$ cat src/rtl/sb_regfile.sv
// -----------------------------------------------------------------------------
// sb_regfile
//   Multi-ported register file with an integrated busy scoreboard. Register 0 is
//   hard-wired to zero. Reads are combinational and forward same-cycle write
//   data. The scoreboard marks a destination busy on issue and clears it when a
//   write lands on that register.
//
// Ports
//   clk         : single clock, all state updates on its rising edge
//   rst         : asynchronous active-high reset, clears storage and scoreboard
//   rd_addr     : NUM_READ packed read addresses, port p at [p*AW +: AW]
//   rd_data     : NUM_READ packed read data, combinational, write-forwarded
//   rd_busy     : per read port, addressed register still awaits its write
//   wr_en       : per write port enable
//   wr_addr     : NUM_WRITE packed write addresses
//   wr_data     : NUM_WRITE packed write data
//   iss_en      : mark iss_addr busy (instruction issue)
//   iss_addr    : destination register being issued
//   busy        : registered scoreboard vector
//   busy_count  : registered popcount of busy
// -----------------------------------------------------------------------------
module sb_regfile #(
    parameter int DATA_WIDTH    = 32,
    parameter int NUM_REGISTERS = 32,
    parameter int NUM_READ      = 2,
    parameter int NUM_WRITE     = 2,
    localparam int AW           = $clog2(NUM_REGISTERS)
) (
    input  logic                             clk,
    input  logic                             rst,
    input  logic [NUM_READ*AW-1:0]           rd_addr,
    output logic [NUM_READ*DATA_WIDTH-1:0]   rd_data,
    output logic [NUM_READ-1:0]              rd_busy,
    input  logic [NUM_WRITE-1:0]             wr_en,
    input  logic [NUM_WRITE*AW-1:0]          wr_addr,
    input  logic [NUM_WRITE*DATA_WIDTH-1:0]  wr_data,
    input  logic                             iss_en,
    input  logic [AW-1:0]                    iss_addr,
    output logic [NUM_REGISTERS-1:0]         busy,
    output logic [AW:0]                      busy_count
);

    logic [DATA_WIDTH-1:0]    regs_q [NUM_REGISTERS];
    logic [DATA_WIDTH-1:0]    regs_d [NUM_REGISTERS];
    logic [NUM_REGISTERS-1:0] busy_q;
    logic [NUM_REGISTERS-1:0] busy_d;
    logic [AW:0]              busy_count_q;
    logic [AW:0]              busy_count_d;

    function automatic logic [AW:0] popcount(input logic [NUM_REGISTERS-1:0] v);
        logic [AW:0] c;
        c = '0;
        for (int i = 0; i < NUM_REGISTERS; i++) begin
            c = c + (AW+1)'(v[i]);
        end
        return c;
    endfunction

    // Next-state: writes applied in ascending port order so the highest-index
    // port wins a same-address collision. Issue is applied after the write
    // clears, so a simultaneous issue keeps the new producer pending.
    always_comb begin
        regs_d = regs_q;
        busy_d = busy_q;
        for (int w = 0; w < NUM_WRITE; w++) begin
            if (wr_en[w] && (wr_addr[w*AW +: AW] != '0)) begin
                regs_d[wr_addr[w*AW +: AW]] = wr_data[w*DATA_WIDTH +: DATA_WIDTH];
                busy_d[wr_addr[w*AW +: AW]] = 1'b0;
            end
        end
        if (iss_en && (iss_addr != '0)) begin
            busy_d[iss_addr] = 1'b1;
        end
        busy_d[0]    = 1'b0;
        // Count is derived from the next busy vector so both register together.
        busy_count_d = popcount(busy_d);
    end

    always_ff @(posedge clk or posedge rst) begin
        if (rst) begin
            for (int i = 0; i < NUM_REGISTERS; i++) begin
                regs_q[i] <= '0;
            end
            busy_q       <= '0;
            busy_count_q <= '0;
        end else begin
            for (int i = 0; i < NUM_REGISTERS; i++) begin
                regs_q[i] <= regs_d[i];
            end
            busy_q       <= busy_d;
            busy_count_q <= busy_count_d;
        end
    end

    // Read ports: stored value, overridden by the highest-index matching write
    // in flight this cycle. A forwarded write also satisfies the busy wait.
    always_comb begin
        rd_data = '0;
        rd_busy = '0;
        for (int p = 0; p < NUM_READ; p++) begin
            if (rd_addr[p*AW +: AW] != '0) begin
                rd_data[p*DATA_WIDTH +: DATA_WIDTH] = regs_q[rd_addr[p*AW +: AW]];
                rd_busy[p] = busy_q[rd_addr[p*AW +: AW]];
                for (int w = 0; w < NUM_WRITE; w++) begin
                    if (wr_en[w] && (wr_addr[w*AW +: AW] == rd_addr[p*AW +: AW])) begin
                        rd_data[p*DATA_WIDTH +: DATA_WIDTH] = wr_data[w*DATA_WIDTH +: DATA_WIDTH];
                        rd_busy[p] = 1'b0;
                    end
                end
            end
        end
    end

    assign busy       = busy_q;
    assign busy_count = busy_count_q;

endmodule

$ cat config.mk
export PLATFORM = sky130hd
export DESIGN_NAME = sb_regfile
export DESIGN_NICKNAME = d
export VERILOG_FILES = /design/src/rtl/sb_regfile.sv
export SDC_FILE = /design/constraint.sdc
export NUM_CORES = 2
export LEC_CHECK = 0
export BUFFER_PORTS_ARGS = -buffer_cell sky130_fd_sc_hd__buf_4
export CAP_MARGIN = 10
export CORE_UTILIZATION = 50
export DETAILED_ROUTE_END_ITERATION = 10
export PLACE_DENSITY_LB_ADDON = 0.1
export SLEW_MARGIN = 5
export SYNTH_ARGS = -nofsm -noshare
export SYNTH_HDL_FRONTEND = slang
export SYNTH_SLANG_ARGS = --single-unit
$ cat constraint.sdc
create_clock -name clk -period 37.5 [get_ports clk]
set_clock_uncertainty 0.05 [all_clocks]
set_input_delay 5.625 -clock clk [delete_from_list [all_inputs] [get_ports clk]]
set_output_delay 5.625 -clock clk [all_outputs]
set_load 0.02 [all_outputs]
==> impl_metrics.yaml <==
final_layout:
  area_growth_pct: 8.660
  drive_gt1_share_pct: 17.37
  final_common_cell: "mux2i_1"
  nets: 6238
  final_cell_mix: "mux2i_1, dfrtp_1, a21oi_1"
  finalNonFillerCells: 7976
clock_tree:
  clock_tree.root_cell: "clkbuf_16"
  clock_sinks: 1061
  worstSkewPairLatency_ps: 780
  cts_buffers: 131
  cts_resized: 0
  htree_num_levels: 4
  clk_path_buf_depth: 3
  post_cts_buffers: 0
  cts_tree: "built"
  ctsHoldBuffers: 0
  clkTransAtPathRegs_ps: 50
status:
  outcome: "complete, but fails checks"
  violations: "DRC"
floorplan:
  io_pins: 198
  initial_core_util_pct: 50.49
  die_h_um: 369.6
  die_w_um: 369.6
  core_area_sq_mm: 0.1338
  die_area_sq_mm: 0.1366
  rows: 134
logic_synthesis:
  synth_nets: 6644
  async_flop_share_pct: 100.0
  synth_top_area_cell: "dfrtp_1"
  ys_ff_latch: 1061
  synthTopCellsByArea: "dfrtp_1, mux2i_1, mux4_2, a21oi_1, o21ai_0"
  ys_types: 61
  synthFlopType: "dfrtp_1"
  yosysSeqAreaShare_pct: 39.30
  synth_top_area_share_pct: 39.30
  syn_area_per_cell_sq_um: 10.36
  synth_cells: 6520
  synth_edf_count: 0
  synth_area_sq_mm: 0.06756
  yosysWarnings: 0
placed_design:
  dp.cells: 7749
  place_hpwl_mm: 152.3
  gp_congestion: 0.9314
  io_buffers: 196
  dp_slack_ps: 22160
sta:
  worst_slack_ps: 21970
  min_period_ps: 15530
  setup_viol: 0
  period_share_pct: 41.41
  worst_slew_pin_slew_ps: 1283
  setup_tns_ps: 0
  max_freq_mhz: 64.40
  rsz0062_at_grt: "no"
  hold_viol: 0
  slew_headroom_pct: 14.45
  drv_slew: 0
min_path:
  hold_path.class: "reg -> reg"
setup_path:
  crit_top_cell: "buf_4"
  cp_num_buf_inv: 4
  slowest_delay_ps: 920
  path_delay_family: "buffers and inverters"
  critPathMaxFanout: 50
  cp-start-kind: "primary input"
  crit_path_cell_trace: "buf_8 > buf_4 > xnor2_1 > nand4_1 > nor3_2 > or3_2 > buf_4 > o32ai_1 > buf_4"
  criticalPathCategory: "in -> out"
  arrival_ps: 9850
  worst_path_max_delay_cell: "o32ai_1"
  end_kind: "output port"
  cp.required_ps: 31820
global_route:
  use_met1_pct: 55.04
  grt.total_usage_pct: 40.81
  use_met3_pct: 11.64
  grt_pass1_vias: 52314
  grt_max_degree: 166
  grt_pass1_wl_mm: 398.3
  top_usage_layer: "met2"
  grt_antenna_before_repair: 10
  use_met2_pct: 59.81
  grt-ovfl-total: 0
run:
  maxCapViolations: 0
pwr:
  power_leakage_nw: 33.41
  p_total_w: 0.004267
  irDropWorstVdd_mv: 0.1043
  power_per_cell_area_mw_per_mm2: 58.13
detailed_routing:
  viasPerCell: 6.993
  drc: 28
  first_pass_iters: 11
  wl_per_cell_um: 35.53
  ant_nets: 0
  dr.first_iter.drc_count: 8163
  route.vias.total: 55777
  wirelength_mm: 283.4
-- logic make-up after synthesis --
family | after synthesis | synth area share (%)
mux | 1721 | 33.12
compound gates | 1470 | 13.03
simple gates | 1275 | 7.653
flops | 1061 | 39.30
buf+inv | 939 | 5.788
fa+ha+maj | 30 | 0.8112
xor+xnor | 23 | 0.2982
other cells | 1 | 0.005551
-- cell type report --
cell class                 count  area, sq um
fill                       11598        60390
multi-input combinational   4520        37670
sequential                  1061        26550
clock buffer                 200         3886
timing repair buffer         320         2507
tap                         1768         2212
inverter                      80        307.8
clock inverter                24        269.0
antenna                        3        7.507
-- registers in the layout, indices dropped and copies added (netlist names) --
register / cells
busy: 31
regs_q: 1024
busy_count: 6
-- worst paths after layout --
check / start / end / slack (ps) / cells after the start
max reg2reg: busy[14]$_DFF_PP0_ / busy_count[4]$_DFF_PP0_ / 31940 / 16
min reg2reg: regs_q[1006]$_DFF_PP0_ / regs_q[1006]$_DFF_PP0_ / 340 / 0
min: regs_q[1006]$_DFF_PP0_ / regs_q[1006]$_DFF_PP0_ / 340 / 0
max in group asynchronous: rst / regs_q[523]$_DFF_PP0_ / 28380 / 6
min in group asynchronous: rst / regs_q[448]$_DFF_PP0_ / 4930 / 2
max: rd_addr[0] / rd_data[0] / 21970 / 9
-- power breakdown --
part | leakage (nW) | internal (W) | switching [W]
clock | 2.04 | 0.000745 | 0.000528
sequential | 13.0 | 0.00145 | 0.000250
combinational | 18.4 | 0.000648 | 0.000646
-- synth_stat cells, types with 5 or more instances --
| cell type | count |
|---|---|
| o32ai_1 | 31 |
| ha_1 | 7 |
| mux2_2 | 72 |
| clkbuf_2 | 18 |
| nor3_1 | 43 |
| and3_1 | 6 |
| a211o_1 | 30 |
| xor2_1 | 7 |
| a221o_1 | 31 |
| dfrtp_1 | 1061 |
| nor4_1 | 35 |
| nand2_1 | 557 |
| inv_1 | 79 |
| o22ai_1 | 64 |
| a211oi_1 | 20 |
| a2111oi_2 | 7 |
| o21a_1 | 5 |
| clkbuf_1 | 545 |
| a2111oi_0 | 7 |
| buf_1 | 125 |
| buf_2 | 139 |
| xnor2_1 | 16 |
| nand3b_1 | 9 |
| buf_4 | 19 |
| nand3_1 | 8 |
| a31oi_1 | 34 |
| nor2b_1 | 12 |
| buf_6 | 9 |
| a221oi_1 | 40 |
| fa_1 | 23 |
| nor2_1 | 563 |
| a21oi_1 | 554 |
| a32o_1 | 13 |
| o221ai_1 | 62 |
| a22o_1 | 54 |
| a32oi_1 | 6 |
| mux4_2 | 404 |
| o21ai_0 | 489 |
| a2111oi_1 | 18 |
| or3b_2 | 7 |
| mux2i_1 | 1245 |
| nand2b_1 | 5 |
-- per-layer routing --
metal  wire length [um]  vias up
met4              16970        8
met1             109000    27816
li1                   -    22958
met2             122800     4075
met3              34630      920
met5                 47        -
-- per-stage QoR --
step / util [%] / instance area [sq um] / hold WS (ps)
6_report: 54.87 / 73410 / 342.1
2_1_floorplan: - / 67560 / 391.3
5_1_grt: 54.86 / 73400 / 350.6
4_1_cts: 54.86 / 73390 / 345.5
3_5_place_dp: 51.75 / 69240 / 333.3
3_3_place_gp: 51.75 / 69230 / 327.4
Power figures use the tool's default switching activity.
